## src/rtl/mips_trace_pkg.sv

```systemverilog
// Shared types and entry layout for the MIPS retire-trace buffer.
package mips_trace_pkg;

    localparam int unsigned INSTR_W = 32;
    localparam int unsigned WBREG_W = 5;

    typedef enum logic [2:0] {
        ST_IDLE  = 3'd0,
        ST_ARMED = 3'd1,
        ST_POST  = 3'd2,
        ST_DONE  = 3'd3,
        ST_READ  = 3'd4
    } trace_state_e;

    // Entry layout, LSB first: wb_data, wb_reg, wb_en, instr, pc.
    function automatic int unsigned wbreg_lsb(input int unsigned xlen);
        return xlen;
    endfunction

    function automatic int unsigned wben_bit(input int unsigned xlen);
        return xlen + WBREG_W;
    endfunction

    function automatic int unsigned instr_lsb(input int unsigned xlen);
        return xlen + WBREG_W + 1;
    endfunction

    function automatic int unsigned pc_lsb(input int unsigned xlen);
        return xlen + WBREG_W + 1 + INSTR_W;
    endfunction

    function automatic int unsigned entry_w(input int unsigned xlen);
        return 2 * xlen + INSTR_W + WBREG_W + 1;
    endfunction

endpackage

```

## src/rtl/trace_ram.sv

```systemverilog
// Trace storage: register array with one synchronous write and one combinational read port.
module trace_ram #(
    parameter int unsigned DEPTH = 16,
    parameter int unsigned W     = 102
) (
    input  logic                     clk_i,
    input  logic                     we_i,
    input  logic [$clog2(DEPTH)-1:0] waddr_i,
    input  logic [W-1:0]             wdata_i,
    input  logic [$clog2(DEPTH)-1:0] raddr_i,
    output logic [W-1:0]             rdata_o
);

    logic [W-1:0] mem_q [DEPTH];

    always_ff @(posedge clk_i) begin
        if (we_i) begin
            mem_q[waddr_i] <= wdata_i;
        end
    end

    assign rdata_o = mem_q[raddr_i];

endmodule

```

## src/rtl/mips_trace_buffer.sv

```systemverilog
// Retire-trace capture unit: circular capture, post-trigger stop, oldest-first readout.
module mips_trace_buffer
    import mips_trace_pkg::*;
#(
    parameter int unsigned XLEN      = 32,
    parameter int unsigned DEPTH     = 16,
    parameter int unsigned POST_TRIG = 4
) (
    input  logic                     Globalclk,
    input  logic                     Globalreset,
    input  logic                     ret_valid,
    input  logic [XLEN-1:0]          ret_pc,
    input  logic [31:0]              ret_instr,
    input  logic                     ret_wb_en,
    input  logic [4:0]               ret_wb_reg,
    input  logic [XLEN-1:0]          ret_wb_data,
    input  logic                     arm,
    input  logic                     trig_en,
    input  logic [XLEN-1:0]          trig_pc,
    input  logic                     force_trig,
    input  logic                     rd_start,
    input  logic                     rd_ready,
    output logic                     rd_valid,
    output logic [2*XLEN+37:0]       rd_data,
    output logic                     rd_last,
    output logic                     busy,
    output logic                     done,
    output logic                     wrapped,
    output logic [$clog2(DEPTH):0]   count
);

    localparam int unsigned AW = $clog2(DEPTH);
    localparam int unsigned CW = AW + 1;
    localparam int unsigned EW = entry_w(XLEN);

    trace_state_e  state_q, state_d;
    logic [AW-1:0] wr_ptr_q, wr_ptr_d;
    logic [AW-1:0] rd_ptr_q, rd_ptr_d;
    logic [AW-1:0] post_q, post_d;
    logic [CW-1:0] count_q, count_d;
    logic [CW-1:0] remain_q, remain_d;
    logic          wrapped_q, wrapped_d;

    logic          we;
    logic          capture;
    logic          hit;
    logic [EW-1:0] wdata;
    logic [EW-1:0] rdata;

    assign wdata = {ret_pc, ret_instr, ret_wb_en, ret_wb_reg, ret_wb_data};

    trace_ram #(
        .DEPTH (DEPTH),
        .W     (EW)
    ) u_ram (
        .clk_i   (Globalclk),
        .we_i    (we),
        .waddr_i (wr_ptr_q),
        .wdata_i (wdata),
        .raddr_i (rd_ptr_q),
        .rdata_o (rdata)
    );

    always_ff @(posedge Globalclk) begin
        if (Globalreset) begin
            state_q   <= ST_IDLE;
            wr_ptr_q  <= '0;
            rd_ptr_q  <= '0;
            post_q    <= '0;
            count_q   <= '0;
            remain_q  <= '0;
            wrapped_q <= 1'b0;
        end else begin
            state_q   <= state_d;
            wr_ptr_q  <= wr_ptr_d;
            rd_ptr_q  <= rd_ptr_d;
            post_q    <= post_d;
            count_q   <= count_d;
            remain_q  <= remain_d;
            wrapped_q <= wrapped_d;
        end
    end

    always_comb begin
        state_d   = state_q;
        wr_ptr_d  = wr_ptr_q;
        rd_ptr_d  = rd_ptr_q;
        post_d    = post_q;
        count_d   = count_q;
        remain_d  = remain_q;
        wrapped_d = wrapped_q;
        we        = 1'b0;

        capture = ret_valid && ((state_q == ST_ARMED) || (state_q == ST_POST));
        hit     = (ret_valid && trig_en && (ret_pc == trig_pc)) || force_trig;

        // Shared capture path for ARMED and POST; count saturates once the ring is full.
        if (capture) begin
            we       = 1'b1;
            wr_ptr_d = wr_ptr_q + AW'(1);
            if (count_q == CW'(DEPTH)) begin
                wrapped_d = 1'b1;
            end else begin
                count_d = count_q + CW'(1);
            end
        end

        case (state_q)
            ST_IDLE: begin
                if (arm) begin
                    state_d   = ST_ARMED;
                    wr_ptr_d  = '0;
                    count_d   = '0;
                    wrapped_d = 1'b0;
                end
            end
            ST_ARMED: begin
                if (hit) begin
                    if (POST_TRIG == 0) begin
                        state_d = ST_DONE;
                    end else begin
                        state_d = ST_POST;
                        post_d  = AW'(POST_TRIG);
                    end
                end
            end
            ST_POST: begin
                if (capture) begin
                    post_d = post_q - AW'(1);
                    if (post_q == AW'(1)) begin
                        state_d = ST_DONE;
                    end
                end
            end
            ST_DONE: begin
                if (arm) begin
                    state_d   = ST_ARMED;
                    wr_ptr_d  = '0;
                    count_d   = '0;
                    wrapped_d = 1'b0;
                end else if (rd_start && (count_q != '0)) begin
                    // After a wrap the oldest entry sits at the write pointer.
                    state_d  = ST_READ;
                    rd_ptr_d = wrapped_q ? wr_ptr_q : '0;
                    remain_d = count_q;
                end
            end
            ST_READ: begin
                if (rd_ready) begin
                    rd_ptr_d = rd_ptr_q + AW'(1);
                    remain_d = remain_q - CW'(1);
                    if (remain_q == CW'(1)) begin
                        state_d = ST_DONE;
                    end
                end
            end
            default: begin
                state_d = ST_IDLE;
            end
        endcase
    end

    assign rd_valid = (state_q == ST_READ);
    assign rd_last  = (state_q == ST_READ) && (remain_q == CW'(1));
    assign rd_data  = (state_q == ST_READ) ? rdata : '0;
    assign busy     = (state_q == ST_ARMED) || (state_q == ST_POST);
    assign done     = (state_q == ST_DONE);
    assign wrapped  = wrapped_q;
    assign count    = count_q;

endmodule

```

## config.mk

```make
export PLATFORM = sky130hd
export DESIGN_NAME = mips_trace_buffer
export DESIGN_NICKNAME = d
export VERILOG_FILES = /design/src/rtl/mips_trace_pkg.sv /design/src/rtl/trace_ram.sv /design/src/rtl/mips_trace_buffer.sv
export SDC_FILE = /design/constraint.sdc
export NUM_CORES = 1
export LEC_CHECK = 0
export BUFFER_PORTS_ARGS = -buffer_cell sky130_fd_sc_hd__buf_2
export CAP_MARGIN = 30
export CORE_ASPECT_RATIO = 1.2
export CORE_MARGIN = 5
export CORE_UTILIZATION = 30
export DETAILED_ROUTE_END_ITERATION = 6
export GPL_TIMING_DRIVEN = 0
export PLACE_DENSITY = 0.55
export SETUP_SLACK_MARGIN = 0.15
export SLEW_MARGIN = 20
export SYNTH_ARGS = -nofsm -noshare
export SYNTH_HDL_FRONTEND = slang
export SYNTH_HIERARCHICAL = 1
export SYNTH_SLANG_ARGS = --single-unit
```

## constraint.sdc

```tcl
create_clock -name Globalclk -period 13.95 [get_ports Globalclk]
set_input_delay 1.395 -clock Globalclk [delete_from_list [all_inputs] [get_ports Globalclk]]
set_output_delay 1.395 -clock Globalclk [all_outputs]
set_load 0.005 [all_outputs]
```

==> Word-level counts from Yosys, hierarchy flattened <==
Memory sizes are Yosys's and may differ from the RTL's. A register that Yosys moved wholly into a read port is not among the register bits.
Cells that the tools add are included.
{ "op_classes": {"n_addsub": 5, "n_eq_ne": 17, "mux": 38, "n_reduce_logical": 15} }
{ "op_table": {"columns": ["op", "count"], "rows": [
  ["102-bit two-way mux", 1],
  ["4-bit two-way mux", 11],
  ["5-bit two-way mux", 7],
  ["32-bit equality test", 1],
  ["3-bit two-way mux", 8],
  ["4-bit case mux with 2 select lines", 2],
  ["3-bit case mux with 5 select lines", 1],
  ["2-bit != test (second input constant)", 5],
  ["5-bit case mux with 2 select lines", 1],
  ["4-bit by 1-bit adder with 4-bit output (second input constant)", 2],
  ["1-bit two-way mux", 7],
  ["7-bit AND reduction", 1],
  ["3-bit by 2-bit equality test with 1-bit output (second input constant)", 2],
  ["2-bit by 1-bit != test with 1-bit output (second input constant)", 3],
  ["5-bit by 1-bit adder with 5-bit output (second input constant)", 1],
  ["5-bit by 1-bit equality test with 1-bit output (second input constant)", 1],
  ["5-bit equality test (second input constant)", 1],
  ["1-bit logical AND", 5],
  ["5-bit nonzero test", 1],
  ["5-bit by 1-bit subtractor with 5-bit output (second input constant)", 1],
  ["4-bit by 1-bit equality test with 1-bit output (second input constant)", 1],
  ["4-bit AND reduction", 1],
  ["2-bit nonzero test", 2],
  ["4-bit by 1-bit subtractor with 4-bit output (second input constant)", 1],
  ["other kinds (7)", 8]
]} }
{ "word_totals": {"ff_bits": 26, "ramBits": 1632, "inputBits": 142, "out_inout_bits": 112, "word_cells": 83, "n_memories": 1} }
{ "memory_table": {"columns": ["name", "depth", "word_bits", "read_ports", "rd_clocked_by_memory_dff", "wr", "line", "rtl"], "rows": [
  ["u_ram.mem_q", 16, 102, 1, 1, 1, "trace_ram.sv:14", "logic [W-1:0] mem_q [DEPTH];"]
]} }

==> Longest topological paths before layout <==
{ "depth": {"depth_word": 7, "mapped_depth": 9, "ltp_nobuf": 8} }

==> Modules after synthesis <==
The synthesis kept the hierarchy.
{ "by_module_without_submodules": {"columns": ["mod", "instances", "cells_each", "area_per_inst_um2", "seq_area_each_um2"], "rows": [
  ["trace_ram", 1, 2508, 60917.2, 49007.0],
  ["mips_trace_buffer", 1, 342, 2496.1, 520.5]
]} }

==> Worst setup path after synthesis <==
No wires, ideal clock.
{ "synth_path": {"path_kind": "input -> register", "startpoint": "input ret_valid", "endpoint": "memory u_ram.mem_q[0][0] (enable)", "setup_ns": 0.688, "t_arrival_ns": 9.305, "t_required_ns": 13.262, "setup_slack_ns": 3.957, "path_stages": 4, "path_buffers": 1, "path_cell_list": "and2_1 > clkbuf_1 > or3b_2 > nor3_1"} }
{ "synth_between": {"elab_chain_len": 4} }
{ "synth_lines": {"columns": ["item", "line", "rtl"], "rows": [
  ["start, declared", "mips_trace_buffer.sv:11", "input logic ret_valid,"],
  ["1-bit logical AND", "mips_trace_buffer.sv:94", "capture = ret_valid && ((state_q == ST_ARMED) || (state_q == ST_POST));"],
  ["net capture", "mips_trace_buffer.sv:45", "logic capture;"],
  ["1-bit two-way mux", "mips_trace_buffer.sv:98", "if (capture) begin"],
  ["1-bit two-way mux", "trace_ram.sv:17", "if (we_i) begin"],
  ["1-bit two-way mux (implied by the code)", "trace_ram.sv:18", "mem_q[waddr_i] <= wdata_i;"],
  ["end, declared", "trace_ram.sv:14", null]
]} }
The timed path passes the listed nets, and every way through them passes these cells.

==> results.txt <==
STA puts the critical path data required time at roughly 13 ns. Relative to the synthesized area, the layout overhead comes to 20.3%. The overall die width is roughly 430 um. The signal on the critical path passes through buf_2 -> clkbuf_2 -> buf_2 -> mux4_2 -> a22oi_1 -> nand2_1 -> and2_1 -> buf_2. The number of vias in the routed layout is roughly 31000. Among all stages on the critical path, the largest delay is contributed by clkbuf_2. The remaining global-route overflow is 0. The synthesized design contains approximately 1700 register bits. Setup repair after global routing left no endpoint under its margin. The first detailed-routing pass took 6 iterations. The worst setup path is launched from a flop.

Sequential cells were found to cover between 70 and 80% of the synthesized design area. The final number of hold-violating endpoints came out at 0. The library cells used most frequently in the layout, excluding fill and tap cells, are 1632 x edfxtp_1, 408 x mux4_2, 297 x buf_2.

Counting stages on the worst path, the most repeated cell is buf_2. The largest net degree at the start of global routing is 20. The initial core utilization came out at 30.0%. The cell family contributing the most delay on the critical path is buffers and inverters.

The initial antenna violation count was between 50 and 60. The library cell used most frequently in the layout, excluding fill and tap cells, is edfxtp_1. The final setup violation count is 0.

The final design utilization is a little over a third. The maximum level of the CTS H-tree came out at 4. The port buffer count is approximately 250. The number of placed instances with taps included came out at 6062. The vertical extent of the die is approximately 510 um.

The run finished with clean final reports. The maximum clock frequency is ~0.18 GHz. In this run the count of I/O pins placed on the die edge is between 200 and 300. For this block, the initial DRC count from the detailed router was roughly 2800.

The clock root buffer is clkbuf_16. The worst setup skew after layout came out at 0.0280 ns. The maximum vdd ir drop came out at 0.121 mV. In this run the deepest clock path goes through 3 buffers. The post-synthesis instance area came out at between 0.06 and 0.07 sq mm. Averaged over all synthesized cells, the footprint is 22.3 sq um. After detailed routing, the total wire length is 175000 um. The area of the die came out at ~0.22 sq mm. The largest stage delay on the critical path is 0.58 ns. The data arrival time of the critical path is ~4 ns.

The number of hold-repair buffers added at the cts stage is 0. The clock insertion delay at the later pin of the skew report came out at around 0.80 ns. TritonCTS built the clock tree. For this design, the sink count on the clock tree is 1658.

Cells with a size suffix above 1 make up a little under a third of the layout. The first global-routing pass estimated between 200000 and 250000 um of wire. The gate count after technology mapping came out at between 2000 and 3000.

The synthesized design contains between 1500 and 2000 enable-type register cells. The critical path in this run is classified as flop to output pin. The number of gates resized after CTS was 0. The max-slew violation count came to 0. Global routing used 15.6% of the available tracks across all layers. In the synthesized netlist the async set-or-reset flop fraction comes to 0%. Clock tree synthesis inserted a total of approximately 180 buffers. The warning count from the yosys run is 6.

The clock-pin transition on the worst setup and hold timing paths came out at about 0.060 ns. The tightest min-delay check is of the flop to flop type. The final layout net count is approximately 3600. Along the worst path, the maximum fanout reaches 10. The count of different cell masters after synthesis came out at 47. The worst path in the final design needs a cycle of ~5.4 ns, including I/O delays and setup.

The number of nets with antenna violations after routing came out at 0. The count of buffer and inverter cells on the critical path is 4. The routed wirelength normalized by instance count came out at 27.5 um. The number of standard-cell rows in the floorplan came out at about 190. The number of nets in the synthesized netlist is 3000. The static leakage power came out at 23.9 nW. The setup fix buffers added after clock tree synthesis came out at 0. The total non-filler cell area in the finished layout is between 0.07 and 0.08 sq mm. Headroom to the max-slew limit came out at 35.9%. After detailed routing, the number of remaining DRC violations is 0.

The register-to-register path setup slack is between 9 and 10 ns. The total half-perimeter wirelength after legalization and detailed placement came out at 118000 um. The max-cap violation count is 0. The most common flop cell mapped by yosys is edfxtp_1. At the pin with the least slew margin, the transition time is slightly below 1 ns.

The final cycle utilization of the critical path is 38.8%. The weighted congestion reported at the end of routability-driven placement came out at 0.710. Once placement finished, the instance area stood at between 0.07 and 0.08 sq mm. The final non-filler cell total came out at between 6000 and 7000. The number of global-route vias before repair is around 33000.

The worst setup path is captured at an output pin. The total area inside the core boundary comes to 0.211 sq mm. Dividing the detail-routed via count by the number of cells gives 4.93. The power density normalized to cell area is roughly 130 mW/mm^2.
cells by family (layout without fill, tap and decap cells):
logic type	after synthesis	count (layout)	synth area share, %
buf+inv	167	883	1.26
fa+ha+maj	8	8	0.158
simple gates	315	315	2.49
other cells	0	10	0
mux	413	413	14.6
flops	1658	1658	78.1
compound gates	250	250	2.87
xor+xnor	39	39	0.539
cell usage after synthesis, drive strengths merged (2+ instances only):
| master | number | area share, % |
|---|---|---|
| nand2b | 3 | 0.030 |
| or4 | 2 | 0.030 |
| a31oi | 6 | 0.059 |
| nor2b | 4 | 0.039 |
| nor2 | 39 | 0.23 |
| inv | 12 | 0.071 |
| buf | 75 | 0.72 |
| nand3 | 7 | 0.055 |
| edfxtp | 1632 | 77 |
| a221oi | 4 | 0.055 |
| ha | 8 | 0.16 |
| nor3 | 10 | 0.079 |
| xnor2 | 17 | 0.23 |
| xor2 | 22 | 0.30 |
| nor4 | 5 | 0.049 |
| dfxtp | 26 | 0.82 |
| a21oi | 13 | 0.11 |
| or3 | 2 | 0.020 |
| nand4 | 7 | 0.069 |
| nand2 | 119 | 0.71 |
| and3 | 3 | 0.030 |
| mux2i | 4 | 0.063 |
| nand3b | 3 | 0.036 |
| or3b | 2 | 0.028 |
| o21a | 2 | 0.024 |
| a22o | 2 | 0.028 |
| mux4 | 408 | 14 |
| clkbuf | 80 | 0.47 |
| and2 | 106 | 1.0 |
| a22oi | 206 | 2.4 |
| o21ai | 12 | 0.095 |
metal layers:
layer,wire length [um],part of all wire (%),vias to the layer above,track usage (%)
met5,113,0.064,-,0
met1,69600,40,17000,19.7
li1,-,-,13200,-
met3,10000,5.7,261,3.09
met2,91800,52,946,27.7
met4,3720,2.1,20,3.91
final timing paths:
kind / start / endpoint / depth (start not counted)
min: remain_q[4] / remain_q[4] / 2
min reg2reg: remain_q[4] / remain_q[4] / 2
max: rd_ptr_q[1] / rd_data[92] / 8
max reg2reg: state_q[0] / u_ram/mem_q[0][70] / 13
registers in the layout, summed over array words and instances, names as in the netlist:
name	flops
wrapped	1
u_ram/mem_q	1632
count	5
state_q	3
rd_ptr_q	4
wr_ptr_q	4
post_q	4
remain_q	5
where the power goes:
group	switching (mW)	total [mW]	internal [mW]
Sequential	0.00765	5.51	5.50
Combinational	0.145	0.215	0.0701
Clock	1.89	4.39	2.50
Total	2.04	10.1	8.07
per-stage QoR:
step                setup slack [ns]  total power [mW]  TNS [ns]  hold slack (ns)
global route                    8.38              10.5         0            0.534
detailed placement              8.90              5.83         0            0.485
finish                          8.54              10.1         0            0.495
CTS                             8.35              10.2         0            0.493
floorplan                       3.96              5.69         0            0.462
global placement               -6.61              5.83  -2454.50            0.488
layout make-up:
| cell class | instances | area (sq um) |
|---|---|---|
| buffer | 155 | 764 |
| timing repair buffer | 407 | 3850 |
| clock inverter | 84 | 698 |
| sequential | 1658 | 49500 |
| fill | 19400 | 135000 |
| inverter | 12 | 45.0 |
| tap | 2805 | 3510 |
| antenna | 10 | 25.0 |
| clock buffer | 225 | 4660 |
| multi-input combinational | 1025 | 13200 |
worst min-delay path, cell delays in order (launching register included):
cell	delay, ns
dfxtp_1	0.31
o21ai_0	0.07
a21oi_1	0.07
(Power assumes the default switching activity.)
